==> src/rtl/seq_wide_adder_ctrl_if.sv <==
`default_nettype none
// ============================================================================
// Module   : seq_wide_adder_ctrl_if
// Brief    : Request/response and external-adder signal bundle for the
//            multi-precision add/subtract sequencer.
// Revision : 1.0 - initial release
// ============================================================================
interface seq_wide_adder_ctrl_if #(
    parameter int WIDTH = 32,
    parameter int WORDS = 4
);
    localparam int N = WIDTH * WORDS;

    // Request side
    logic             clr;
    logic             req_valid;
    logic             req_ready;
    logic             Sub;
    logic [N-1:0]     A;
    logic [N-1:0]     B;
    logic             Ci;

    // Response side
    logic             rsp_valid;
    logic             rsp_ready;
    logic [N-1:0]     S;
    logic             Co;
    logic             V;

    // Time-shared external adder
    logic [WIDTH-1:0] add_a;
    logic [WIDTH-1:0] add_b;
    logic             add_ci;
    logic [WIDTH-1:0] add_s;
    logic             add_co;

    // Requester issuing operations and consuming results
    modport master (
        output clr, req_valid, Sub, A, B, Ci, rsp_ready,
        input  req_ready, rsp_valid, S, Co, V
    );

    // Sequencer: owns all state and drives the adder operands
    modport slave (
        input  clr, req_valid, Sub, A, B, Ci, rsp_ready, add_s, add_co,
        output req_ready, rsp_valid, S, Co, V, add_a, add_b, add_ci
    );

    // Purely combinational WIDTH-bit adder
    modport adder (
        input  add_a, add_b, add_ci,
        output add_s, add_co
    );
endinterface
`default_nettype wire

==> src/rtl/seq_wide_adder_ctrl.sv <==
`default_nettype none
// ============================================================================
// Module   : seq_wide_adder_ctrl
// Brief    : Sequences a WIDTH*WORDS-bit add/subtract through one external
//            WIDTH-bit adder, one word per cycle, LSW first, with the carry
//            held in a register between words.
// Revision : 1.0 - initial release
// ============================================================================
module seq_wide_adder_ctrl #(
    parameter int WIDTH = 32,
    parameter int WORDS = 4
) (
    input  wire logic               clk,
    input  wire logic               rst,
    seq_wide_adder_ctrl_if.slave    bus
);

    localparam int CW = (WORDS > 1) ? $clog2(WORDS) : 1;

    typedef enum logic [1:0] {
        c_IDLE = 2'd0,
        c_RUN  = 2'd1,
        c_DONE = 2'd2
    } state_t;

    state_t                       r_state;
    state_t                       w_next_state;

    // Operands and result viewed as arrays of words
    logic [WORDS-1:0][WIDTH-1:0]  r_a;
    logic [WORDS-1:0][WIDTH-1:0]  r_b;
    logic [WORDS-1:0][WIDTH-1:0]  r_s;
    logic [CW-1:0]                r_cnt;
    logic                         r_carry;
    logic                         r_co;
    logic                         r_v;

    logic                         w_accept;
    logic                         w_last;

    // clr blocks an accept in the same cycle so a flushed request never starts
    assign w_accept = (r_state == c_IDLE) && bus.req_valid && !bus.clr;
    assign w_last   = (r_cnt == CW'(WORDS - 1));

    assign bus.S  = r_s;
    assign bus.Co = r_co;
    assign bus.V  = r_v;

    // State register
    always_ff @(posedge clk or posedge rst) begin
        if (rst) begin
            r_state <= c_IDLE;
        end else begin
            r_state <= w_next_state;
        end
    end

    // Next-state decode, handshake outputs and adder operand steering
    always_comb begin
        w_next_state  = r_state;
        bus.req_ready = 1'b0;
        bus.rsp_valid = 1'b0;
        bus.add_a     = '0;
        bus.add_b     = '0;
        bus.add_ci    = 1'b0;
        case (r_state)
            c_IDLE: begin
                bus.req_ready = 1'b1;
                if (bus.req_valid) begin
                    w_next_state = c_RUN;
                end
            end
            c_RUN: begin
                bus.add_a  = r_a[r_cnt];
                bus.add_b  = r_b[r_cnt];
                bus.add_ci = r_carry;
                if (w_last) begin
                    w_next_state = c_DONE;
                end
            end
            c_DONE: begin
                bus.rsp_valid = 1'b1;
                if (bus.rsp_ready) begin
                    w_next_state = c_IDLE;
                end
            end
            default: begin
                w_next_state = c_IDLE;
            end
        endcase
        // Flush wins over every transition, including a DONE handshake
        if (bus.clr) begin
            w_next_state = c_IDLE;
        end
    end

    // Operand capture, per-word result write-back and carry chaining
    always_ff @(posedge clk or posedge rst) begin
        if (rst) begin
            r_a     <= '0;
            r_b     <= '0;
            r_s     <= '0;
            r_cnt   <= '0;
            r_carry <= 1'b0;
            r_co    <= 1'b0;
            r_v     <= 1'b0;
        end else if (bus.clr) begin
            r_cnt   <= '0;
            r_carry <= 1'b0;
        end else begin
            case (r_state)
                c_IDLE: begin
                    if (w_accept) begin
                        // Subtraction is A + ~B + 1, so the incoming carry is forced
                        r_a     <= bus.A;
                        r_b     <= bus.Sub ? ~bus.B : bus.B;
                        r_carry <= bus.Sub ? 1'b1 : bus.Ci;
                        r_cnt   <= '0;
                    end
                end
                c_RUN: begin
                    r_s[r_cnt] <= bus.add_s;
                    r_carry    <= bus.add_co;
                    r_cnt      <= r_cnt + CW'(1);
                    if (w_last) begin
                        r_co <= bus.add_co;
                        r_v  <= (bus.add_a[WIDTH-1] == bus.add_b[WIDTH-1]) &&
                                (bus.add_s[WIDTH-1] != bus.add_a[WIDTH-1]);
                    end
                end
                default: begin
                end
            endcase
        end
    end

endmodule
`default_nettype wire

==> src/flat_wrapper.sv <==
// flat-port wrapper written by rule: the top's interface ports become plain ports
module seq_wide_adder_ctrl_flat 
#(
    parameter int WIDTH = 32,
    parameter int WORDS = 4
)
  (clk, rst, bus_clr, bus_req_valid, bus_Sub, bus_A, bus_B, bus_Ci, bus_rsp_ready, bus_add_s, bus_add_co, bus_req_ready, bus_rsp_valid, bus_S, bus_Co, bus_V, bus_add_a, bus_add_b, bus_add_ci);
  seq_wide_adder_ctrl_if #(.WIDTH(WIDTH), .WORDS(WORDS)) bus_i ();
  input  wire logic clk;
  input  wire logic rst;
  input wire logic [$bits(bus_i.clr)-1:0] bus_clr;
  input wire logic [$bits(bus_i.req_valid)-1:0] bus_req_valid;
  input wire logic [$bits(bus_i.Sub)-1:0] bus_Sub;
  input wire logic [$bits(bus_i.A)-1:0] bus_A;
  input wire logic [$bits(bus_i.B)-1:0] bus_B;
  input wire logic [$bits(bus_i.Ci)-1:0] bus_Ci;
  input wire logic [$bits(bus_i.rsp_ready)-1:0] bus_rsp_ready;
  input wire logic [$bits(bus_i.add_s)-1:0] bus_add_s;
  input wire logic [$bits(bus_i.add_co)-1:0] bus_add_co;
  output wire logic [$bits(bus_i.req_ready)-1:0] bus_req_ready;
  output wire logic [$bits(bus_i.rsp_valid)-1:0] bus_rsp_valid;
  output wire logic [$bits(bus_i.S)-1:0] bus_S;
  output wire logic [$bits(bus_i.Co)-1:0] bus_Co;
  output wire logic [$bits(bus_i.V)-1:0] bus_V;
  output wire logic [$bits(bus_i.add_a)-1:0] bus_add_a;
  output wire logic [$bits(bus_i.add_b)-1:0] bus_add_b;
  output wire logic [$bits(bus_i.add_ci)-1:0] bus_add_ci;
  assign bus_i.clr = bus_clr;
  assign bus_i.req_valid = bus_req_valid;
  assign bus_i.Sub = bus_Sub;
  assign bus_i.A = bus_A;
  assign bus_i.B = bus_B;
  assign bus_i.Ci = bus_Ci;
  assign bus_i.rsp_ready = bus_rsp_ready;
  assign bus_i.add_s = bus_add_s;
  assign bus_i.add_co = bus_add_co;
  assign bus_req_ready = bus_i.req_ready;
  assign bus_rsp_valid = bus_i.rsp_valid;
  assign bus_S = bus_i.S;
  assign bus_Co = bus_i.Co;
  assign bus_V = bus_i.V;
  assign bus_add_a = bus_i.add_a;
  assign bus_add_b = bus_i.add_b;
  assign bus_add_ci = bus_i.add_ci;
  seq_wide_adder_ctrl #(.WIDTH(WIDTH), .WORDS(WORDS)) u_core (.clk(clk), .rst(rst), .bus(bus_i));
endmodule
==> config.mk <==
export PLATFORM = sky130hd
export DESIGN_NAME = seq_wide_adder_ctrl_flat
export DESIGN_NICKNAME = d
export VERILOG_FILES = /design/src/rtl/seq_wide_adder_ctrl_if.sv /design/src/rtl/seq_wide_adder_ctrl.sv /design/src/flat_wrapper.sv
export SDC_FILE = /design/constraint.sdc
export NUM_CORES = 1
export LEC_CHECK = 0
export ABC_AREA = 1
export BUFFER_PORTS_ARGS = -buffer_cell sky130_fd_sc_hd__buf_2
export CORE_MARGIN = 2
export CORE_UTILIZATION = 48
export DETAILED_ROUTE_END_ITERATION = 12
export HOLD_SLACK_MARGIN = 0.02
export PLACE_DENSITY_LB_ADDON = 0.08
export SYNTH_ARGS = -nofsm -noshare
export SYNTH_HDL_FRONTEND = slang
export SYNTH_SLANG_ARGS = --single-unit
export TNS_END_PERCENT = 5
==> constraint.sdc <==
create_clock -name clk -period 11 [get_ports clk]
set_input_delay 1.1 -clock clk [delete_from_list [all_inputs] [get_ports clk]]
set_output_delay 1.1 -clock clk [all_outputs]
set_load 0.02 [all_outputs]
==> impl_metrics.tcl, run 1 <==
set metrics [dict create \
    status "finished, final reports clean" \
    die_width_um 197.1 \
    dieArea_um2 38850 \
    cts_sinks 391 \
    post-route-drc-count 0 \
    cpPeakStageDelay_ns 0.79 \
    finalHoldViolCount 0 \
    hp-class "reg2reg" \
    cp_data_arrival_time_ns 3.48 \
    power.density_nw_per_um2 206.8 \
    placed_cell_area_um2 20210 \
    antenna_found_initial 25 \
    slew_violations 0 \
    cts_buffers 43 \
    cts_tree "done" \
    synth_area_leaders "dfrtp_1 55%, nand2_1 13%, o21ai_0 9.2%" \
    wire_per_inst_um 17.57 \
    peakVddDrop_uv 104.0 \
    dp_cells 2912 \
    std_cell_rows 70 \
    combPwrFrac_pct 24.4 \
    grt_pass1_vias 14486 \
    finalCritPeriodShare_pct 41.63 \
    finalPower_mw 4.477 \
    synth_nets 2383 \
    skew_ns 0.01329 \
    ctsResizeCount 0 \
    netlist_area_um2 17900 \
    max-slew-margin-rel_pct 24.26 \
    yosysWarnings 0 \
    critPathCaptureType "primary output" \
    max_freq_ghz 0.2184 \
    switching_share_pct 33.03 \
    drive_gt1_share_pct 24.16 \
    multi_input_area_um2 7003 \
    dr_total_vias 15244 \
    dr.pass1.iters 6 \
    seq_power_share_pct 43.5 \
    via_per_inst 5.078 \
    insertion_delay_ns 0.56 \
    setup_ws_ns 6.421 \
    wl_mm 52.73 \
    regArea_um2 9792 \
    cp-start-kind "register" \
    drtIter0Drc 1216 \
    avgSynthCellArea_um2 8.593 \
    initial_core_util_pct 48.78 \
    synth_top_cell_area_share_pct 54.66 \
    p_clk_share_pct 32.0 \
    period_needed_ns 4.579 \
    worstPathRequired_ns 9.90 \
    switchingPower_mw 1.479 \
    ys_ff_latch 391 \
    cts_buffer_depth 3 \
    synthCells 2083 \
    io_pins 493 \
    fillCellCount 3465 \
    fin_util_pct 58.98 \
    grt_max_degree 186 \
    coreArea_um2 36700 \
    drv_cap 0 \
    fin_area_um2 21650 \
    setup_viol 0 \
    crit_type "reg2out" \
    timing.hold.ws_ns 0.4740 \
    cts-root-buf "clkbuf_16" \
    finalNetCount 2789 \
    area_growth_pct 20.93 \
    crit_chain "inv_4 > buf_4 > o21ai_0 > a21oi_1 > buf_2" \
    p_leak_nw 11.15 \
    postCtsSetupBuffers 0 \
    ctsHtreeMaxLevel 2 \
    synth.yosys.seq_area_share_pct 54.66 \
    clkTransAtPathRegs_ns 0.06 \
    cp_slowest_cell "dfrtp_4" \
    worstMarginPinSlew_ns 1.136 \
    grt.total_usage_pct 26.72 \
    grt_first_pass_wirelength_mm 81.01 \
    postRouteAntennaNets 0 \
    yosysTopAreaCell "dfrtp_1" \
    overflow 0 \
    setup_tns_ns 0 \
    synth_cell_types 25 \
    dp_hpwl_mm 35.60 \
    cts_hold_buf 0 \
    rsz0062_at_grt "no" \
    stdcell_count 3002 \
    post-place-ws_ns 6.994 \
    die_h_um 197.1 \
    hold_depth 2 \
    io_buffers 492 \
    intPower_mw 2.998 \
    routabilityCongestion 0.8169 \
    r2r_cells 7 \
    crit_fanout 70 \
]
[path summary, 6_finish.rpt]
path	start	endpoint	slack (ns)
worst min register to register	u_core.r_b[33]	u_core.r_b[33]	0.47
min in group asynchronous	rst	u_core.r_b[99]	0.76
worst min-delay path	u_core.r_b[33]	u_core.r_b[33]	0.47
worst max-delay path	u_core.r_cnt[0]	bus_add_b[1]	6.42
worst max register to register	u_core.r_cnt[0]	u_core.bus.S[121]	7.75
max in group asynchronous	rst	u_core.r_cnt[1]	7.57
[synth_stat cells (all sizes together)]
| cell | number |
|---|---|
| a22oi | 1 |
| ha | 4 |
| nand3 | 7 |
| dfrtp | 391 |
| a21oi | 63 |
| inv | 63 |
| o41ai | 1 |
| clkbuf | 46 |
| nor2 | 230 |
| nor3 | 1 |
| o21ai | 389 |
| o211ai | 12 |
| buf | 99 |
| xnor2 | 128 |
| nand2 | 648 |
[placed cells by master (no fill, tap or decap), types with 13 or more instances in the layout]
cell type  instances
nand2_1          642
clkbuf_16         43
o21ai_0          330
a21oi_1           63
o21ai_2           15
buf_2            491
inv_1             54
o21ai_1           44
diode_2           13
buf_4             13
dfrtp_1          389
xnor2_1          128
nor2_1           227
[per-layer routing]
layer  share of wire (%)  GRT usage (%)
met1                  43          35.08
met2                  48          43.40
met3                 7.5          7.649
met4                 2.2          7.519
met5                0.29              0
[kinds of logic (layout without fill, tap and decap cells)]
group / after synthesis / count (layout) / synth area share, %
xor+xnor: 128 / 128 / 6.263
compound gates: 466 / 466 / 13.57
simple gates: 886 / 886 / 18.93
buf+inv: 208 / 646 / 6.291
flops: 391 / 391 / 54.66
fa+ha+maj: 4 / 4 / 0.2796
other cells: 0 / 13 / 0
[final cells by class]
cell class / instances / area share (%)
antenna: 13 / 0.1503
tap: 468 / 2.705
multi-input combinational: 1484 / 32.35
clock buffer: 62 / 5.717
clock inverter: 15 / 0.7457
sequential: 391 / 45.24
timing repair buffer: 506 / 11.95
inverter: 63 / 1.145
[power groups by stage]
stage | sequential [mW] | clock (mW) | combinational [mW]
finish | 1.95 | 1.43 | 1.09
global route | 1.98 | 1.52 | 1.23
CTS | 1.94 | 1.47 | 1.11
detailed placement | 1.97 | 0 | 1.10
global placement | 1.96 | 0 | 1.09
floorplan | 2.09 | 0 | 0.580
[worst max-delay path: cells and delay by family, from the launching register on]
family	cells	cell delay (ns)
compound gates	2	0.61
buf+inv	3	1.41
flops	1	0.79
[flip-flops by register name (all words and copies together), names as in the netlist]
register        flops
u_core.bus.Co       1
u_core.bus.S      128
u_core.bus.V        1
u_core.r_a        128
u_core.r_b        128
u_core.r_carry      1
u_core.r_cnt        2
u_core.r_state      2
Power figures use the tool's default switching activity.
==> inputs of run 2 (changes only) <==
--- a/config.mk
+++ b/config.mk
@@ -5,11 +5,11 @@
 export SDC_FILE = /design/constraint.sdc
 export NUM_CORES = 1
 export LEC_CHECK = 0
-export ABC_AREA = 1
+export ABC_AREA = 0
 export BUFFER_PORTS_ARGS = -buffer_cell sky130_fd_sc_hd__buf_2
-export CORE_MARGIN = 2
-export CORE_UTILIZATION = 48
+export CORE_AREA = 2 2 191 193
 export DETAILED_ROUTE_END_ITERATION = 12
+export DIE_AREA = 0 0 193 195
 export HOLD_SLACK_MARGIN = 0.02
 export PLACE_DENSITY_LB_ADDON = 0.08
 export SYNTH_ARGS = -nofsm -noshare
==> constraint.sdc (replaced) <==
create_clock -name clk -period 4.47 [get_ports clk]
set_input_delay 0.447 -clock clk [delete_from_list [all_inputs] [get_ports clk]]
set_output_delay 0.447 -clock clk [all_outputs]
set_load 0.02 [all_outputs]
==> impl_metrics.tcl, run 2 <==
set metrics [dict create \
    avgSynthCellArea_um2 13.57 \
    p_clk_share_pct 31.1 \
    synthSimpleGateAreaFrac_pct 5.955 \
    combPwrFrac_pct 25.0 \
    synth_nets 1590 \
    ys_ff_latch 391 \
    synth_cell_types 30 \
    crit_fanout 37 \
    synth_commonest_cells "391 x dfrtp_1, 255 x mux2_2, 134 x nor2_1" \
    dp_hpwl_mm 31.64 \
    ctsResizeCount 0 \
    grt_max_degree 209 \
    overflow 0 \
    timing.hold.ws_ns 0.1373 \
    synth.area.mux_share_pct 24.77 \
    drive_gt1_share_pct 50.65 \
    io_buffers 492 \
    io_pins 493 \
    postCtsSetupBuffers 0 \
    routabilityCongestion 0.7841 \
    finalCritPeriodShare_pct 72.58 \
    synth_area_leaders "dfrtp_1 56%, mux2_2 16%, mux4_2 8.2%" \
    finalPower_mw 11.06 \
    synth_top_family_by_area "multiplexers" \
    initial_core_util_pct 49.45 \
    clkTransAtPathRegs_ns 0.06 \
    yosysWarnings 0 \
    placed_cell_area_um2 20330 \
    synth_compound_area_share_pct 3.925 \
    dr.pass1.iters 4 \
    finalHoldViolCount 0 \
    drv_cap 0 \
    die_width_um 193 \
    post-route-drc-count 0 \
    p_leak_nw 9.924 \
    drtIter0Drc 534 \
    worstPathRequired_ns 4.02 \
    cts_buffer_depth 3 \
    switching_share_pct 29.32 \
    multi_input_area_um2 7261 \
    grt_first_pass_wirelength_mm 68.73 \
    seq_power_share_pct 43.9 \
    regArea_um2 9792 \
    async_flop_share_pct 100.0 \
    antenna_found_initial 26 \
    worstMarginPinSlew_ns 1.024 \
    power.density_nw_per_um2 508.2 \
    grt.total_usage_pct 23.77 \
    r2r_setup_slack_ns 1.93 \
    fin_area_um2 21760 \
    peakVddDrop_uv 421.1 \
    yosysMostFrequentCell "dfrtp_1" \
    layout_commonest_cell "buf_2" \
    final_cell_mix "491 x buf_2, 389 x dfrtp_1, 255 x mux2_2, 134 x nor2_1, 129 x a21oi_1" \
    intPower_mw 7.815 \
    hp-class "in2reg" \
    insertion_delay_ns 0.54 \
    area_growth_pct 24.31 \
    cts_buffers 42 \
    yosysTopAreaCell "dfrtp_1" \
    rsz0062_at_grt "no" \
    cts-root-buf "clkbuf_16" \
    slew_violations 0 \
    grt_pass1_vias 12102 \
    finalNetCount 2053 \
    yosys.area_share.xor_xnor_pct 6.405 \
    switchingPower_mw 3.242 \
    netlist_area_um2 17500 \
    period_needed_ns 3.244 \
    synth_top_cell_area_share_pct 55.91 \
    via_per_inst 5.222 \
    max-slew-margin-rel_pct 31.73 \
    max_freq_ghz 0.3082 \
    synth.yosys.seq_area_share_pct 55.91 \
    critPathCaptureType "primary output" \
    synthCells 1290 \
    status "finished, final reports clean" \
    cp-start-kind "register" \
    cts_tree "done" \
    die_h_um 195 \
    crit_type "reg2out" \
    synthFlopType "dfrtp_1" \
    ctsHtreeMaxLevel 2 \
    setup_tns_ns 0 \
    wire_per_inst_um 19.94 \
    coreArea_um2 35400 \
    fillCellCount 2901 \
    wl_mm 45.05 \
    setup_viol 0 \
    synth-adder-area-share_pct 0.2860 \
    skew_ns 0.01915 \
    cp_data_arrival_time_ns 2.80 \
    cts_sinks 391 \
    dieArea_um2 37640 \
    postRouteAntennaNets 0 \
    synth_edf_count 0 \
    dr_total_vias 11797 \
    std_cell_rows 69 \
]
run 2: cell types whose count changed after synthesis, sizes merged, moves of 3 or more:
| cell | previous run | this run |
|---|---|---|
| nand3 | 7 | 0 |
| a21oi | 63 | 129 |
| nor3b | 0 | 3 |
| o211ai | 12 | 0 |
| mux2 | 0 | 257 |
| buf | 99 | 74 |
| mux4 | 0 | 64 |
| inv | 63 | 4 |
| nand2 | 648 | 3 |
| nor2 | 230 | 134 |
| clkbuf | 46 | 18 |
| and2 | 0 | 65 |
| o21ai | 389 | 1 |
run 2: metal layers:
layer | wire, um | track usage [%] | vias up
li1 | - | - | 5429
met1 | 17840 | 29.40 | 5883
met2 | 22210 | 39.51 | 368
met3 | 3479 | 6.614 | 99
met4 | 1404 | 9.287 | 18
met5 | 118 | 0 | -
run 2: cell type report:
type | count | share of cell area (%)
Sequential cell | 391 | 45.01
Multi-Input combinational cell | 803 | 33.37
Timing Repair Buffer | 511 | 12.36
Clock buffer | 65 | 5.923
Tap cell | 461 | 2.651
Clock inverter | 7 | 0.4083
Antenna cell | 17 | 0.1955
Inverter | 4 | 0.08626
run 2: power groups by stage:
stage                     logic [mW]  registers, mW  clock network [mW]
final                           2.76           4.85                3.44
after global routing            3.01           4.96                3.68
after CTS                       2.80           4.86                3.53
after detailed placement        2.79           4.91                   0
after global placement          2.74           4.87                   0
after floorplan                 1.55           5.17                   0
run 2: cells by family (layout without fill, tap and decap cells):
group | Yosys count | count (layout)
other | 0 | 17
AND/OR/NAND/NOR | 215 | 215
flip-flops | 391 | 391
multiplexers | 321 | 321
XOR/XNOR | 128 | 128
AO/OA/AOI/OAI | 135 | 135
adder cells (fa/ha/maj) | 4 | 4
buffers and inverters | 96 | 587
run 2: metrics by stage:
step | cells | setup slack (ns) | utilization, %
final | 2259 | 1.226 | 61.47
after global routing | 2256 | 1.034 | 61.45
after CTS | 2242 | 1.135 | 61.35
after detailed placement | 2169 | 1.730 | 57.43
after global placement | 2169 | 1.738 | 57.43
after floorplan | 1290 | -1.237 | -
run 2: repair_timing:
action / in CTS / in global routing
setup endpoints to repair: 0 / 0
hold buffers: 1 / 0
endpoints found under the hold margin: 5 / 0
run 2: critical path: stages, from the launching register on:
cell	delay (ns)
dfrtp_4	0.97
buf_4	0.39
mux4_2	0.52
and2_1	0.18
buf_2	0.16
run 2: path summary, 6_finish.rpt:
kind,from,to,depth (start not counted)
hold / removal,bus_A[105],u_core.r_a[105],2
max in group asynchronous,rst,u_core.r_a[91],4
hold reg to reg,u_core.r_a[115],u_core.r_a[115],1
min in group asynchronous,rst,u_core.r_a[7],3
setup reg to reg,u_core.r_state[1],u_core.r_b[112],4
setup / recovery,u_core.r_cnt[0],bus_add_b[20],4
==> inputs of run 3 (changes only) <==
--- a/config.mk
+++ b/config.mk
@@ -7,9 +7,9 @@
 export LEC_CHECK = 0
 export ABC_AREA = 0
 export BUFFER_PORTS_ARGS = -buffer_cell sky130_fd_sc_hd__buf_2
-export CORE_AREA = 2 2 191 193
+export CORE_MARGIN = 2
+export CORE_UTILIZATION = 47
 export DETAILED_ROUTE_END_ITERATION = 12
-export DIE_AREA = 0 0 193 195
 export HOLD_SLACK_MARGIN = 0.02
 export PLACE_DENSITY_LB_ADDON = 0.08
 export SYNTH_ARGS = -nofsm -noshare
==> constraint.sdc (replaced) <==
create_clock -name clk -period 2.9 [get_ports clk]
set_input_delay 0.29 -clock clk [delete_from_list [all_inputs] [get_ports clk]]
set_output_delay 0.29 -clock clk [all_outputs]
set_load 0.02 [all_outputs]
==> impl_metrics.tcl, run 3 (synthesis results as in run 2) <==
set metrics [dict create \
    cts_tree "done" \
    period_needed_ns 2.761 \
    post-place-ws_ns 0.4850 \
    crit_type "reg2out" \
    power.density_nw_per_um2 715.7 \
    wire_per_inst_um 19.46 \
    p_leak_nw 11.11 \
    setup_tns_ns 0 \
    grt_max_degree 133 \
    grt_first_pass_wirelength_mm 76.62 \
    stdcell_count 2520 \
    cts-root-buf "clkbuf_16" \
    cp_slowest_cell "dfrtp_4" \
    via_per_inst 5.098 \
    crit-reg2reg-launch "u_core.r_cnt[0]" \
    cp-start-kind "register" \
    max-slew-margin-rel_pct 47.46 \
    regArea_um2 9792 \
    skew_ns 0.009073 \
    drtIter0Drc 523 \
    clkTransAtPathRegs_ns 0.06 \
    antenna_found_initial 9 \
    postRouteAntennaNets 0 \
    dp_hpwl_mm 32.56 \
    cts_sinks 391 \
    io_buffers 492 \
    setup_ws_ns 0.1390 \
    critPathCaptureType "primary output" \
    fin_area_um2 24570 \
    grt_pass1_vias 13607 \
    path_depth 4 \
    die_width_um 197.0 \
    layout_commonest_cell "buf_2" \
    fin_util_pct 67.12 \
    overflow 0 \
    crit_fanout 18 \
    hp-class "in2reg" \
    std_cell_rows 70 \
    dp_cells 2188 \
    post-route-drc-count 0 \
    io_pins 493 \
    drive_gt1_share_pct 44.80 \
    placed_cell_area_um2 20610 \
    setup_viol 0 \
    dr_total_vias 12848 \
    ctsHtreeMaxLevel 2 \
    cts_buffers 42 \
    crit_family "flip-flops" \
    finalNetCount 2317 \
    area_growth_pct 40.40 \
    r2r_setup_slack_ns 0.62 \
    wl_mm 49.04 \
    cts_buffer_depth 3 \
    rsz0062_at_grt "no" \
    routabilityCongestion 0.8064 \
    r2r_cells 5 \
    final_cell_mix "491 x buf_2, 389 x dfrtp_1, 255 x mux2_2, 252 x dlygate4sd3_1, 134 x nor2_1" \
    multi_input_area_um2 7261 \
    dr.pass1.iters 6 \
    worstMarginPinSlew_ns 0.7865 \
    r2r_end "u_core.bus.S[121]" \
    finalHoldViolCount 0 \
    slew_violations 0 \
    drv_cap 0 \
    dieArea_um2 38800 \
    path_buf_inv 2 \
    fillCellCount 2664 \
    finalPower_mw 17.59 \
    grt.total_usage_pct 25.55 \
    max_freq_ghz 0.3622 \
    timing.hold.ws_ns 0.04834 \
    crit_chain "buf_12 > mux4_2 > and2_1 > buf_2" \
    cpPeakStageDelay_ns 0.78 \
    cp-endpoint "bus_add_a[3]" \
    die_h_um 197.0 \
    finalCritPeriodShare_pct 95.21 \
    peakVddDrop_uv 393.7 \
    worstPathRequired_ns 2.61 \
    initial_core_util_pct 47.81 \
    insertion_delay_ns 0.55 \
    critPathLaunch "u_core.r_cnt[0]" \
    coreArea_um2 36610 \
    cp_data_arrival_time_ns 2.47 \
    status "finished, final reports clean" \
]
## run 3: changes by cell type in the layout (fill, tap and decap cells not counted)
cell / change
dlygate4sd3_1: +251
buf_12: +16
diode_2: -12
bufinv_16: +1
clkinv_2: +2
buf_4: -3
clkbuf_8: -1
## run 3: final cells by class
cell class / count / share of cell area (%)
Clock buffer: 64 / 5.189
Multi-Input combinational cell: 803 / 29.55
Timing Repair Buffer: 775 / 22.38
Sequential cell: 391 / 39.85
Clock inverter: 10 / 0.5245
Antenna cell: 5 / 0.05092
Inverter: 4 / 0.07638
Tap cell: 468 / 2.383
## run 3: routing by layer
metal,share of wire [%],GRT usage (%)
met5,0.12,0
met4,3.7,11.45
met1,40,31.39
met3,6.1,5.972
met2,50,43.15
## run 3: power by group
part           switching (mW)  leakage, nW  total [mW]  internal (mW)
Sequential              0.725         4.64        7.48           6.76
Combinational            2.31         5.77        4.65           2.34
Clock                    2.16        0.697        5.45           3.29
## run 3: timing repair
item	4_1_cts	5_1_grt
endpoints found under the setup margin	36	0
setup buffers	1	0
endpoints found under the hold margin	336	0
resized for setup	0	0
hold buffers	252	0
## run 3: worst min-delay path by stage
stage,from,end,slack [ns],cells after the start
floorplan,bus_add_s[1],u_core.bus.S[97],0.42,1
finish,bus_add_s[23],u_core.bus.S[119],0.05,2
detailed placement,rst,u_core.r_a[102],0.48,2
CTS,bus_B[72],u_core.r_b[72],0.02,3
global placement,rst,u_core.r_a[102],0.47,2
global route,bus_B[21],u_core.r_b[21],0.03,3
